[config.mk]
export PLATFORM = sky130hd
export DESIGN_NAME = bit_changer_seq
export DESIGN_NICKNAME = d
export VERILOG_FILES = /design/src/rtl/bitop_pkg.sv /design/src/rtl/bit_idx_check.sv /design/src/rtl/bit_changer_seq.sv
export SDC_FILE = /design/constraint.sdc
export NUM_CORES = 1
export LEC_CHECK = 0
export CAP_MARGIN = 20
export CORE_MARGIN = 2
export CORE_UTILIZATION = 55
export CTS_CLUSTER_DIAMETER = 100
export DETAILED_ROUTE_END_ITERATION = 16
export DONT_BUFFER_PORTS = 1
export GPL_ROUTABILITY_DRIVEN = 0
export GPL_TIMING_DRIVEN = 0
export PLACE_DENSITY = 0.79
export SETUP_SLACK_MARGIN = 0.15
export SLEW_MARGIN = 20
export SYNTH_ARGS = -nofsm -noshare
export SYNTH_HDL_FRONTEND = slang
export SYNTH_SLANG_ARGS = --single-unit
[constraint.sdc]
create_clock -name i_clk -period 5 [get_ports i_clk]
set_input_delay 1 -clock i_clk [delete_from_list [all_inputs] [get_ports i_clk]]
set_output_delay 1 -clock i_clk [all_outputs]
set_load 0.01 [all_outputs]
[src/rtl/bitop_pkg.sv]
`default_nettype none
// ============================================================================
// Module   : bitop_pkg
// Purpose  : Shared types and helpers for the sequential bit changer.
//            - op_e    : 3-bit command opcode
//            - state_e : FSM state encoding (IDLE / SWEEP)
//            - is_range, to_single : opcode classification helpers
// Revision : 1.0 - initial release
// ============================================================================
package bitop_pkg;

  // Width used when zero-extending index magnitudes for compares against N.
  localparam int IDX_EXT_W = 32;

  typedef enum logic [2:0] {
    OP_NOP          = 3'd0,
    OP_LOAD         = 3'd1,
    OP_TOGGLE       = 3'd2,
    OP_SET          = 3'd3,
    OP_CLEAR        = 3'd4,
    OP_RANGE_TOGGLE = 3'd5,
    OP_RANGE_SET    = 3'd6,
    OP_RANGE_CLEAR  = 3'd7
  } op_e;

  typedef enum logic [0:0] {
    ST_IDLE  = 1'b0,
    ST_SWEEP = 1'b1
  } state_e;

  // True for the multi-cycle range opcodes.
  function automatic logic is_range(op_e op);
    return (op == OP_RANGE_TOGGLE) || (op == OP_RANGE_SET) || (op == OP_RANGE_CLEAR);
  endfunction

  // Map a range opcode onto the single-bit opcode applied at each sweep step.
  function automatic op_e to_single(op_e op);
    op_e r;
    case (op)
      OP_RANGE_TOGGLE: r = OP_TOGGLE;
      OP_RANGE_SET:    r = OP_SET;
      OP_RANGE_CLEAR:  r = OP_CLEAR;
      default:         r = op;
    endcase
    return r;
  endfunction

endpackage
`default_nettype wire

[src/rtl/bit_idx_check.sv]
`default_nettype none
// ============================================================================
// Module   : bit_idx_check
// Purpose  : Combinational sign-magnitude index checker.
//            An index is valid when its sign bit is 0 and its magnitude is
//            below N.
// Ports    : i_idx   [IW-1:0]  index, MSB = sign, remaining bits = magnitude
//            o_valid           index addresses an existing bit
//            o_mag   [IW-2:0]  magnitude field of the index
// Revision : 1.0 - initial release
// ============================================================================
module bit_idx_check
  import bitop_pkg::*;
#(
  parameter int N  = 8,
  parameter int IW = 8
) (
  input  logic [IW-1:0] i_idx,
  output logic          o_valid,
  output logic [IW-2:0] o_mag
);

  logic [IDX_EXT_W-1:0] w_mag_ext;

  assign o_mag     = i_idx[IW-2:0];
  assign w_mag_ext = IDX_EXT_W'(i_idx[IW-2:0]);
  assign o_valid   = !i_idx[IW-1] && (w_mag_ext < IDX_EXT_W'(N));

endmodule
`default_nettype wire

[src/rtl/bit_changer_seq.sv]
`default_nettype none
// ============================================================================
// Module   : bit_changer_seq
// Purpose  : N-bit working register driven by bit-manipulation commands over
//            a valid/ready handshake. Single-bit ops and LOAD complete in one
//            cycle; range ops sweep one bit per clock from low to high bound.
// Ports    : i_clk, i_rst        clock, asynchronous active-high reset
//            i_valid / o_ready   command handshake (o_ready == FSM in IDLE)
//            i_op   [2:0]        opcode (op_e)
//            i_a    [N-1:0]      load data
//            i_b    [IW-1:0]     bit index / range low bound
//            i_c    [IW-1:0]     range high bound
//            o_out  [N-1:0]      working register
//            o_valid             one-cycle completion pulse
//            o_ERR               error status of last completed command
// Revision : 1.0 - initial release
// ============================================================================
module bit_changer_seq
  import bitop_pkg::*;
#(
  parameter int N  = 8,
  parameter int IW = 8
) (
  input  logic          i_clk,
  input  logic          i_rst,
  input  logic          i_valid,
  output logic          o_ready,
  input  logic [2:0]    i_op,
  input  logic [N-1:0]  i_a,
  input  logic [IW-1:0] i_b,
  input  logic [IW-1:0] i_c,
  output logic [N-1:0]  o_out,
  output logic          o_valid,
  output logic          o_ERR
);

  localparam int CW = (N > 1) ? $clog2(N) : 1;
  localparam int MW = IW - 1;

  // --------------------------------------------------------------------------
  // State
  // --------------------------------------------------------------------------
  state_e        r_state;
  op_e           r_op;
  logic [CW-1:0] r_cursor;
  logic [CW-1:0] r_hi;
  logic [N-1:0]  r_out;
  logic          r_valid;
  logic          r_err;

  // --------------------------------------------------------------------------
  // Index decode
  // --------------------------------------------------------------------------
  logic          w_b_ok;
  logic          w_c_ok;
  logic [MW-1:0] w_b_mag;
  logic [MW-1:0] w_c_mag;

  bit_idx_check #(.N(N), .IW(IW)) u_idx_b (
    .i_idx   (i_b),
    .o_valid (w_b_ok),
    .o_mag   (w_b_mag)
  );

  bit_idx_check #(.N(N), .IW(IW)) u_idx_c (
    .i_idx   (i_c),
    .o_valid (w_c_ok),
    .o_mag   (w_c_mag)
  );

  op_e  w_op;
  logic w_accept;
  logic w_err;

  assign w_op     = op_e'(i_op);
  assign w_accept = i_valid && (r_state == ST_IDLE);

  always_comb begin
    w_err = 1'b0;
    case (w_op)
      OP_TOGGLE, OP_SET, OP_CLEAR:
        w_err = !w_b_ok;
      OP_RANGE_TOGGLE, OP_RANGE_SET, OP_RANGE_CLEAR:
        w_err = !w_b_ok || !w_c_ok || (w_b_mag > w_c_mag);
      default:
        w_err = 1'b0;
    endcase
  end

  // Once validated the magnitude is < N, so truncating to the cursor width
  // loses nothing; invalid indices never reach the mask because the error
  // path leaves the register untouched.
  logic [CW-1:0] w_b_sel;
  logic [CW-1:0] w_c_sel;
  logic [N-1:0]  w_b_mask;
  logic [N-1:0]  w_cur_mask;

  assign w_b_sel = CW'(w_b_mag);
  assign w_c_sel = CW'(w_c_mag);

  for (genvar g = 0; g < N; g++) begin : g_mask
    assign w_b_mask[g]   = (w_b_sel  == CW'(g));
    assign w_cur_mask[g] = (r_cursor == CW'(g));
  end

  // Apply a single-bit operation selected by a one-hot mask.
  function automatic logic [N-1:0] apply_bit(op_e op, logic [N-1:0] cur, logic [N-1:0] mask);
    logic [N-1:0] r;
    case (op)
      OP_TOGGLE: r = cur ^ mask;
      OP_SET:    r = cur | mask;
      OP_CLEAR:  r = cur & ~mask;
      default:   r = cur;
    endcase
    return r;
  endfunction

  // --------------------------------------------------------------------------
  // FSM, register and output flops
  // --------------------------------------------------------------------------
  always_ff @(posedge i_clk or posedge i_rst) begin
    if (i_rst) begin
      r_state  <= ST_IDLE;
      r_op     <= OP_NOP;
      r_cursor <= '0;
      r_hi     <= '0;
      r_out    <= '0;
      r_valid  <= 1'b0;
      r_err    <= 1'b0;
    end else begin
      r_valid <= 1'b0;
      case (r_state)
        ST_IDLE: begin
          if (w_accept) begin
            if (w_err) begin
              r_valid <= 1'b1;
              r_err   <= 1'b1;
            end else if (is_range(w_op)) begin
              // Latch everything the sweep needs so input changes are ignored.
              r_state  <= ST_SWEEP;
              r_op     <= to_single(w_op);
              r_cursor <= w_b_sel;
              r_hi     <= w_c_sel;
            end else begin
              if (w_op == OP_LOAD) begin
                r_out <= i_a;
              end else begin
                r_out <= apply_bit(w_op, r_out, w_b_mask);
              end
              r_valid <= 1'b1;
              r_err   <= 1'b0;
            end
          end
        end
        ST_SWEEP: begin
          r_out <= apply_bit(r_op, r_out, w_cur_mask);
          if (r_cursor == r_hi) begin
            r_state <= ST_IDLE;
            r_valid <= 1'b1;
            r_err   <= 1'b0;
          end else begin
            r_cursor <= r_cursor + 1'b1;
          end
        end
        default: r_state <= ST_IDLE;
      endcase
    end
  end

  assign o_ready = (r_state == ST_IDLE);
  assign o_out   = r_out;
  assign o_valid = r_valid;
  assign o_ERR   = r_err;

endmodule
`default_nettype wire

==> out/summary.md <==
## Run status
* run status: finished, final reports clean

## Drt
* number of vias per cell: 6.35
* residual antenna-violating net count after detailed routing: 0
* number of design-rule violations left by the first detailed-router iteration: 138
* vias post-DR: 2033
* detailed-route wire length: 5580 um
* number of iterations in the first detailed-routing pass: 4
* average detailed-routed wire length per instance: 17.4 um
* number of design rule violations left after detail routing: 0

## Critical path
* Crit Path Category: in2reg
* reg-to-reg slack, setup: 2.68 ns
* worst endpoint required time: 5.16 ns
* highest cell delay on the worst timing path: 0.47 ns
* slowest cell on the critical path: sky130_fd_sc_hd__o41ai_2
* type of origin of the critical path: primary input
* crit path max fanout: 8
* endpoint kind of the worst setup timing path: register
* worst path arrival time: 2.84 ns
* series of cell instances along the critical path: buf_6, or2_1, o41ai_2, o211ai_4, a21oi_4, mux2_4

## Pwr
* sequential cell fraction of total power: 35.9%
* switching component of the power: 0.344 mW
* Pleak: 1.12 nW
* power consumption: 0.784 mW
* combinational share of power: 49.4%
* worst vdd ir: 147 uV
* internal power: 0.440 mW
* power density over cell area: 322 mW/mm^2
* clock network power share: 14.7%
* switching share of power: 43.9%

## STA
* Peak Freq: 374 MHz
* crit path time final: 2.67 ns
* share of the cycle needed by the critical path after routing: 53.4%
* Clock Skews: 0.00723 ns
* setup TNS: 0 ns
* Final setup violation count: 0
* smallest setup slack after layout: 2.33 ns
* unrepaired setup endpoints after global routing: false
* final number of max-transition violations: 0
* Final Hold Fails: 0
* transition time of the tightest slew-check pin: 0.833 ns
* worst-case headroom to the max-slew limit: 44.4%
* final-layout worst hold slack: 0.519 ns

## Clocking
* total CTS buffers: 3
* # hold bufs at CTS: 0
* Post-CTS Setup Repair Bufs: 0
* clock slew seen by the registers of the worst setup and hold paths: 0.08 ns
* buffer type at the clock tree root: sky130_fd_sc_hd__clkbuf_8
* H-tree depth reported by CTS: 1
* clock tree from TritonCTS: built
* Clock Path Buffers: 2
* Resized cells post-CTS: 0
* TritonCTS Sinks: 20
* clock network latency to the later pin of the worst-skew pair: 0.27 ns

## Cells and area
* Antenna Diode Count: 0
* area added between synthesis and finish: 4.68%
* final standard cell utilization of the core: 60.5%
* share of post-route cells with drive strength above 1: 10.4%
* post-layout instance area: 0.00244 mm^2
* layout filler cell count: 356
* count of nets after finishing: 347
* post-route insts no fill: 320

## Synthesis
* proportion of synthesized flip-flops having asynchronous set or reset: 100%
* number of warnings printed during yosys synthesis: 0
* Synth top cells by count: sky130_fd_sc_hd__ha_1 (45), sky130_fd_sc_hd__inv_1 (31), sky130_fd_sc_hd__a21oi_1 (26)
* synthesized area: 0.00233 mm^2
* Most used DFF post-synth: sky130_fd_sc_hd__dfrtp_1
* number of nets in the synthesized netlist: 342
* number of flops mapped to enable cells by yosys: 0
* total of flip-flops plus latches after synthesis: 20
* Post-Syn Instances: 267
* most instantiated library cell after synthesis: sky130_fd_sc_hd__ha_1
* distinct cell type count after synthesis: 44
* proportion of netlist area held by the largest area contributor: 24.2%
* top cells by area in the synthesized netlist: sky130_fd_sc_hd__ha_1 (24%), sky130_fd_sc_hd__dfrtp_1 (22%), sky130_fd_sc_hd__a21oi_1 (5.6%)
* Post-Synthesis Mean Instance Area: 8.72 um^2
* post-synthesis cell type with the largest combined area: sky130_fd_sc_hd__ha_1
* portion of the post-synthesis area used by sequential elements: 21.5%

## Floorplan
* count of pins on the block boundary: 41
* Cell Rows: 23
* initial standard-cell utilization of the core: 57.8%
* placeable core region: 0.00403 mm^2
* Die Ht: 69.1 um
* Die Footprint: 0.00477 mm^2
* Die Wd: 69.1 um

## Global route
* met1 track demand over resource: 30.1%
* GR Layer Usage met2: 40.1%
* largest net degree at the start of global routing: 21
* first-pass GRT wire length: 9410 um
* GRT Total Usage: 24.0%
* met3 routing resource usage after global routing: 5.70%
* final global-route overflow total: 0
* GR peak layer: met2
* vias in the first global route: 1989
* initial antenna violation count: 0

## Min path
* Hold WC Path Type: reg2reg

## Placement
* IO Port Bufs: 0
* count of placed standard cells including taps: 317
* DPL Wire Length: 4240 um
* pre-CTS worst setup slack: 2.03 ns
* Placement Cell Area: 0.00239 mm^2

## Flow run
* max-cap check violation count: 0

-- per-layer routing --
layer  part of all wire [%]  up-vias
met5                      0        -
met4                    2.4        0
met3                    6.4       13
met2                     48       74
met1                     44      974
li1                       -      972
-- cell type report --
| class | count | area [um^2] | share of cell area [%] |
|---|---|---|---|
| Multi-Input combinational cell | 204 | 1650 | 67.7 |
| Inverter | 34 | 133 | 5.44 |
| Sequential cell | 20 | 500 | 20.5 |
| Buffer | 9 | 48.8 | 2.00 |
| Clock buffer | 3 | 41.3 | 1.69 |
| Tap cell | 50 | 62.6 | 2.57 |
-- power by group through the flow --
| stage | Clock, mW | Sequential [mW] | Combinational [mW] |
|---|---|---|---|
| global route | 0.123 | 0.289 | 0.450 |
| CTS | 0.118 | 0.281 | 0.387 |
| global placement | 0 | 0.281 | 0.361 |
| finish | 0.115 | 0.281 | 0.387 |
| detailed placement | 0 | 0.284 | 0.384 |
| floorplan | 0 | 0.267 | 0.313 |
-- flip-flops by register name, summed over array words and instances (netlist names) --
| name | cells |
|---|---|
| o_out | 8 |
| r_state | 1 |
| o_ERR | 1 |
| r_hi | 3 |
| r_cursor | 3 |
| o_valid | 1 |
| r_op | 3 |
-- path summary, 6_finish.rpt --
kind / end / depth (start not counted) / from
setup / recovery: o_out[0] / 6 / i_op[1]
hold / removal: r_hi[0] / 1 / r_hi[0]
setup reg to reg: o_out[0] / 5 / r_op[0]
hold reg to reg: r_hi[0] / 1 / r_hi[0]
max in group asynchronous: r_state / 1 / i_rst
min in group asynchronous: o_out[6] / 1 / i_rst
-- kinds of logic (layout without fill, tap and decap cells) --
logic type	count (synthesis)	in the layout	share of synthesized area, %
xor+xnor	3	3	1.13
fa+ha+maj	45	45	24.2
mux	15	15	8.44
buf+inv	43	46	7.80
compound gates	84	84	24.2
simple gates	57	57	12.7
flops	20	20	21.5
-- worst max-delay path: cells and delay by family --
family | cells | cell delay (ns)
AO/OA/AOI/OAI | 3 | 1.09
buffers and inverters | 1 | 0.11
multiplexers | 1 | 0.34
AND/OR/NAND/NOR | 1 | 0.28
-- placed cells by master, fill, tap and decap left out, types with 6 or more instances in the layout --
cell type,Yosys,final
sky130_fd_sc_hd__o211ai_1,10,10
sky130_fd_sc_hd__nor2_1,6,6
sky130_fd_sc_hd__clkbuf_1,7,7
sky130_fd_sc_hd__nand2_1,22,22
sky130_fd_sc_hd__nand3_1,9,9
sky130_fd_sc_hd__mux2_4,8,8
sky130_fd_sc_hd__o21ai_0,19,19
sky130_fd_sc_hd__a221oi_1,8,8
sky130_fd_sc_hd__ha_1,45,45
sky130_fd_sc_hd__inv_1,31,31
sky130_fd_sc_hd__o22ai_1,8,8
sky130_fd_sc_hd__a21oi_1,26,26
sky130_fd_sc_hd__dfrtp_1,20,20
Note: power is estimated with default switching activity, not from simulation.
